===== src/rtl/hamming_pkg.sv =====
// hamming_pkg: shared Hamming(7,4)+pad codeword layout, syndrome type and syndrome-to-position map
package hamming_pkg;
  typedef logic [2:0] syn_t;
  localparam int D0 = 0;
  localparam int D1 = 1;
  localparam int D2 = 2;
  localparam int D3 = 3;
  localparam int P0 = 4;
  localparam int P1 = 5;
  localparam int P2 = 6;
  localparam int PAD = 7;
  localparam syn_t SYN_D0 = 3'b011;
  localparam syn_t SYN_D1 = 3'b101;
  localparam syn_t SYN_D2 = 3'b110;
  localparam syn_t SYN_D3 = 3'b111;
  function automatic logic [0:3] correct(input logic [0:3] d, input syn_t s);
    return {d[0] ^ (s == SYN_D0), d[1] ^ (s == SYN_D1), d[2] ^ (s == SYN_D2), d[3] ^ (s == SYN_D3)};
  endfunction
endpackage


===== src/rtl/hamming_syndrome.sv =====
// hamming_syndrome: combinational syndrome of a 7-bit codeword
// Ports: code [0:6] = d0..d3,p0..p2; syn = {s2,s1,s0}
module hamming_syndrome
  import hamming_pkg::*;
(
  input  logic [0:6] code,
  output syn_t       syn
);
  assign syn = {code[P2] ^ code[D1] ^ code[D2] ^ code[D3],
                code[P1] ^ code[D0] ^ code[D2] ^ code[D3],
                code[P0] ^ code[D0] ^ code[D1] ^ code[D3]};
endmodule


===== src/rtl/hamming_decoder.sv =====
// hamming_decoder: two-stage valid/ready Hamming(7,4) decoder with single-bit correction and pad check
module hamming_decoder
  import hamming_pkg::*;
#(parameter int CNT_W = 16)
(
  input  logic             clk,
  input  logic             reset,
`ifdef HAMMING_DEC_STATS_EN
  input  logic             stats_clr,
  output logic [CNT_W-1:0] corr_cnt,
  output logic [CNT_W-1:0] pad_cnt,
`endif
  input  logic             in_valid,
  output logic             in_ready,
  input  logic [0:7]       byte_in,
  output logic             out_valid,
  input  logic             out_ready,
  output logic [0:3]       nibble_out,
  output logic             err_corr,
  output logic             err_pad
);
  logic       adv;
  logic       s1_valid;
  logic [0:3] s1_data;
  logic       s1_pad;
  syn_t       syn;
  syn_t       s1_syn;
  assign adv = !out_valid || out_ready;
  assign in_ready = adv;
  hamming_syndrome u_syn (
    .code(byte_in[0:6]),
    .syn (syn)
  );
  always_ff @(posedge clk) begin
    if (reset) begin
      s1_valid   <= 1'b0;
      s1_data    <= '0;
      s1_pad     <= 1'b0;
      s1_syn     <= '0;
      out_valid  <= 1'b0;
      nibble_out <= '0;
      err_corr   <= 1'b0;
      err_pad    <= 1'b0;
    end else if (adv) begin
      s1_valid   <= in_valid;
      s1_data    <= byte_in[D0:D3];
      s1_pad     <= byte_in[PAD];
      s1_syn     <= syn;
      out_valid  <= s1_valid;
      nibble_out <= correct(s1_data, s1_syn);
      err_corr   <= s1_valid && (s1_syn != '0);
      err_pad    <= s1_valid && s1_pad;
    end
  end
`ifdef HAMMING_DEC_STATS_EN
  logic xfer;
  assign xfer = out_valid && out_ready;
  always_ff @(posedge clk) begin
    if (reset || stats_clr) begin
      corr_cnt <= '0;
      pad_cnt  <= '0;
    end else if (xfer) begin
      if (err_corr && !(&corr_cnt)) corr_cnt <= corr_cnt + CNT_W'(1);
      if (err_pad && !(&pad_cnt)) pad_cnt <= pad_cnt + CNT_W'(1);
    end
  end
`endif
endmodule


===== config.mk =====
export PLATFORM = sky130hd
export DESIGN_NAME = hamming_decoder
export DESIGN_NICKNAME = d
export VERILOG_FILES = /design/src/rtl/hamming_pkg.sv /design/src/rtl/hamming_syndrome.sv /design/src/rtl/hamming_decoder.sv
export SDC_FILE = /design/constraint.sdc
export NUM_CORES = 1
export LEC_CHECK = 0
export CORE_MARGIN = 2
export CORE_UTILIZATION = 47
export CTS_CLUSTER_SIZE = 28
export DETAILED_ROUTE_END_ITERATION = 10
export GPL_TIMING_DRIVEN = 0
export PLACE_DENSITY = 0.88
export SYNTH_ARGS = -nofsm -noshare
export SYNTH_HDL_FRONTEND = slang
export SYNTH_HIERARCHICAL = 1
export SYNTH_SLANG_ARGS = --single-unit

===== constraint.sdc =====
create_clock -name clk -period 1.79 [get_ports clk]
set_clock_uncertainty 0.1 [all_clocks]
set_input_delay 0.358 -clock clk [delete_from_list [all_inputs] [get_ports clk]]
set_output_delay 0.358 -clock clk [all_outputs]
set_load 0.005 [all_outputs]

* After elaboration in Yosys (flattened, before gate mapping)
Cells that the tools add are included.
** Operators by class
- Order comparisons :: 0
- Reductions and logical operators :: 5
- Bitwise operators :: 13
- Eq/ne operators :: 4
- Shift operators :: 0
- Multipliers :: 0
- Add/subtract/negate cells :: 0
- Div/mod/pow operators :: 0
- Mux-type cells :: 0
** Operators by type and width (count)
- $xor A1 B1 Y1 :: 13
- $eq A3 B3 Y1 const B :: 3
- $eq A3 B2 Y1 const B :: 1
- $reduce_bool A3 Y1 :: 1
- $logic_and A1 B1 Y1 :: 2
- $logic_not A1 Y1 :: 1
- $logic_or A1 B1 Y1 :: 1
** Word-level totals
- Register bits :: 16
- Output and inout bits :: 8
- Logic and storage cells :: 30
- Memory bits (read-only) :: 0
- Bits in latches :: 0
- Memories :: 0
- Bits in writable memories :: 0
- Bits of input ports :: 12

* Longest topological paths before layout
- Depth after elaboration :: 3
- Depth in mapped cells :: 5
- Depth with buffers taken out :: 4

* Modules after synthesis
The synthesis kept the hierarchy.
** By module, submodules not included
- hamming_decoder :: times used 1, seq. area each 320.3 um^2, area each 608.1 um^2, cells an instance 75
- hamming_syndrome :: times used 1, seq. area each 0.0 um^2, area each 70.1 um^2, cells an instance 8

* Least setup slack after synthesis
No wires, ideal clock.
- Kind :: input to output
- Start point :: in out_ready
- End point :: out in_ready
- Buffers on the path :: 1
- Required time :: 1.332 ns
- Data arrival time :: 0.759 ns
- Path slack :: 0.573 ns
- Cell stages on the path :: 3
- Path through :: nor2b_1 -> inv_1 -> buf_2
** Between the ends
- Cells in the longest elaborated chain, start to end :: 1
** Ends and longest elaborated chain
- start, declared :: RTL line hamming_decoder.sv:17 : input logic out_ready,
- $logic_or A1 B1 Y1 :: RTL line hamming_decoder.sv:28 : assign adv = !out_valid || out_ready;
- end, declared :: RTL line hamming_decoder.sv:14 : output logic in_ready,
No other way between the ends.

* Worst setup path after layout
- Start point :: reg out_valid
- End point :: out in_ready
** Between the ends
- Cells in the longest elaborated chain, start to end :: 2
** Ends and longest elaborated chain
- start, declared :: RTL line hamming_decoder.sv:16 : output logic out_valid,
- start signal, assigned :: RTL line hamming_decoder.sv:49 : out_valid <= s1_valid;
- $logic_not A1 Y1 :: RTL line hamming_decoder.sv:28
- $logic_or A1 B1 Y1 :: RTL line hamming_decoder.sv:28
No other way between the ends.

==> impl_metrics.json <==
{
  "nFillCells": 105,
  "cts_buffers": 3,
  "grt_pass1_wl_mm": 2.34,
  "cts_root_buffer": "clkbuf_4",
  "start_util_pct": 51.5,
  "dr.pass1.iters": 4,
  "rsz0062_at_grt": "no",
  "clock_sinks": 16,
  "placed_area_um2": 887,
  "io_pins": 20,
  "die_h_um": 42.0,
  "fin_crit_sh_pct": 92.9,
  "p_leak_nw": 0.372,
  "cap_viol_max_count": 0,
  "htreeDepth": 1,
  "core_um2": 1320,
  "synthToLayoutAreaGrowth_pct": 37.3,
  "dieArea_um2": 1760,
  "power_density_nw_per_um2": 784,
  "layout_common_cells": "nand2_1, clkdlybuf4s50_1, dfxtp_1",
  "antenna_found_initial": 0,
  "hp-class": "reg -> reg",
  "post-route-drc-count": 0,
  "yosys_warnings": 6,
  "synth_seq_cells": 16,
  "cp.required_ns": 1.33,
  "synth_xor_area_share_pct": 12.9,
  "num_antenna_cells": 0,
  "design_area_um2": 931,
  "totalWireLength_mm": 1.44,
  "synthesis.area_um2": 678,
  "rows": 13,
  "synth_compound_area_share_pct": 14.8,
  "synth_top_family_by_area": "simple AND/OR/NAND/NOR gates",
  "via_per_inst": 5.16,
  "nNetsFinal": 121,
  "synth_mux_area_share_pct": 0,
  "worstSkewPairLatency_ns": 0.28,
  "synth_adder_area_share_pct": 0,
  "dp_cells": 117,
  "synth_simple_gate_area_share_pct": 21.2,
  "syn_inst": 83,
  "synth_seq_area_share_pct": 47.2,
  "place.gp.congestion": 0.758,
  "slew_headroom_pct": 69.7,
  "drtAntennaViolNets": 0,
  "hold_viol": 0,
  "routedWlPerCell_um": 11.8,
  "worst_pin_slew_ns": 0.454,
  "max_freq_mhz": 602,
  "hpwl_mm": 1.00,
  "layout-drive-gt1-share_pct": 8.41,
  "clkSlewWorstSetupHoldPaths_ns": 0.09,
  "critical_path_class": "reg -> out",
  "cp_data_arrival_time_ns": 1.20,
  "finalSetupViolCount": 0,
  "startpoint_type": "register",
  "tritoncts": "built",
  "track_usage_pct": 17.4,
  "overflow": 0,
  "vias": 629,
  "layout_min_cycle_time_ns": 1.66,
  "holdWs_ns": 0.354,
  "drtIter0Drc": 9,
  "fin_cells": 122,
  "synth_cell_type_count": 19,
  "io_buffers": 19,
  "crit_path_max_fanout": 2,
  "ctsLongestPathBuffers": 2,
  "vdd_drop_max_mv": 0.494,
  "finalMaxSlewViolations": 0,
  "status": "complete, no violations",
  "synth_nets": 95,
  "end_kind": "primary output",
  "avgSynthCellArea_um2": 8.17,
  "grt_pass1_vias": 579,
  "die_w_um": 42.0,
  "grt_max_degree": 11,
  "final_common_cell": "nand2_1"
}
[cell type report]
cell class / instances / area [µm²] / area share (%)
Buffer: 4 / 25.0 / 2.69
Clock buffer: 3 / 22.5 / 2.42
Inverter: 2 / 7.51 / 0.806
Multi-Input combinational cell: 61 / 334 / 35.9
Sequential cell: 16 / 320 / 34.4
Tap cell: 15 / 18.8 / 2.02
Timing Repair Buffer: 21 / 203 / 21.8
[power breakdown]
group          total [mW]  switching [mW]  internal [mW]
Clock               0.185           0.107         0.0781
Combinational       0.136          0.0553         0.0805
Sequential          0.409          0.0248          0.384
[cells by family after synthesis]
family,after synthesis
xor gates and xnor gates,10
AOI/OAI and AO/OA,17
and+or+nand+nor,34
DFF,16
buffers and inverters,6
[cells in the mapped netlist]
library cell  instances  share of area (%)
o21ai_0               2                1.5
xor2_1                4                5.2
nor3_1                1               0.74
nand3_1               1               0.74
o21bai_1              1                1.1
a211oi_1              2                2.2
dfxtp_1              16                 47
xnor2_1               6                7.7
nand2_1              22                 12
nor4_1                1               0.92
nor2b_1               1               0.92
clkbuf_1              1               0.55
a311oi_1              2                2.6
inv_1                 2                1.1
nor2_1                5                2.8
a21oi_1              10                7.4
buf_2                 3                2.2
nand3b_1              1                1.1
or3_1                 2                1.8
[stage by stage]
stage,setup TNS (ns),util (%),worst slack [ns],total power [mW]
finish,0,70.7,0.128,0.730
global route,0,70.7,0.0810,0.770
CTS,0,70.7,0.133,0.731
detailed placement,-0.379,67.3,-0.379,0.548
global placement,-0.369,67.3,-0.369,0.543
floorplan,0,-,0.573,0.483
[layer usage]
metal  share of wire (%)  track usage [%]
met5                   0                0
met3                 3.3             1.29
met1                  44             20.2
met2                  49             29.7
met4                 3.3             12.9
[worst max-delay path, stage by stage, from the launching register on]
cell and delay [ns]:
dfxtp_1 0.33, nor2b_2 0.16, inv_1 0.07, buf_6 0.12, dlygate4sd2_1 0.25
[flip-flops by register name, indices dropped and copies added (netlist names)]
name,count
err_corr,1
out_valid,1
nibble_out,4
s1_syn,3
s1_data,4
err_pad,1
s1_valid,1
s1_pad,1
[final timing paths]
path / startpoint / end / slack, ns / depth (start not counted)
worst min register to register: err_pad / err_pad / 0.35 / 2
worst max register to register: s1_syn[2] / nibble_out[1] / 0.48 / 3
worst min-delay path: err_pad / err_pad / 0.35 / 2
worst max-delay path: out_valid / in_ready / 0.13 / 4
[what timing repair did]
action / in CTS / in global routing
setup endpoints to repair: 1 / 0
hold buffers: 0 / 0
gates resized for setup: 5 / 0
buffers inserted: 2 / 0
No activity file was read; power rests on OpenSTA's default activity.
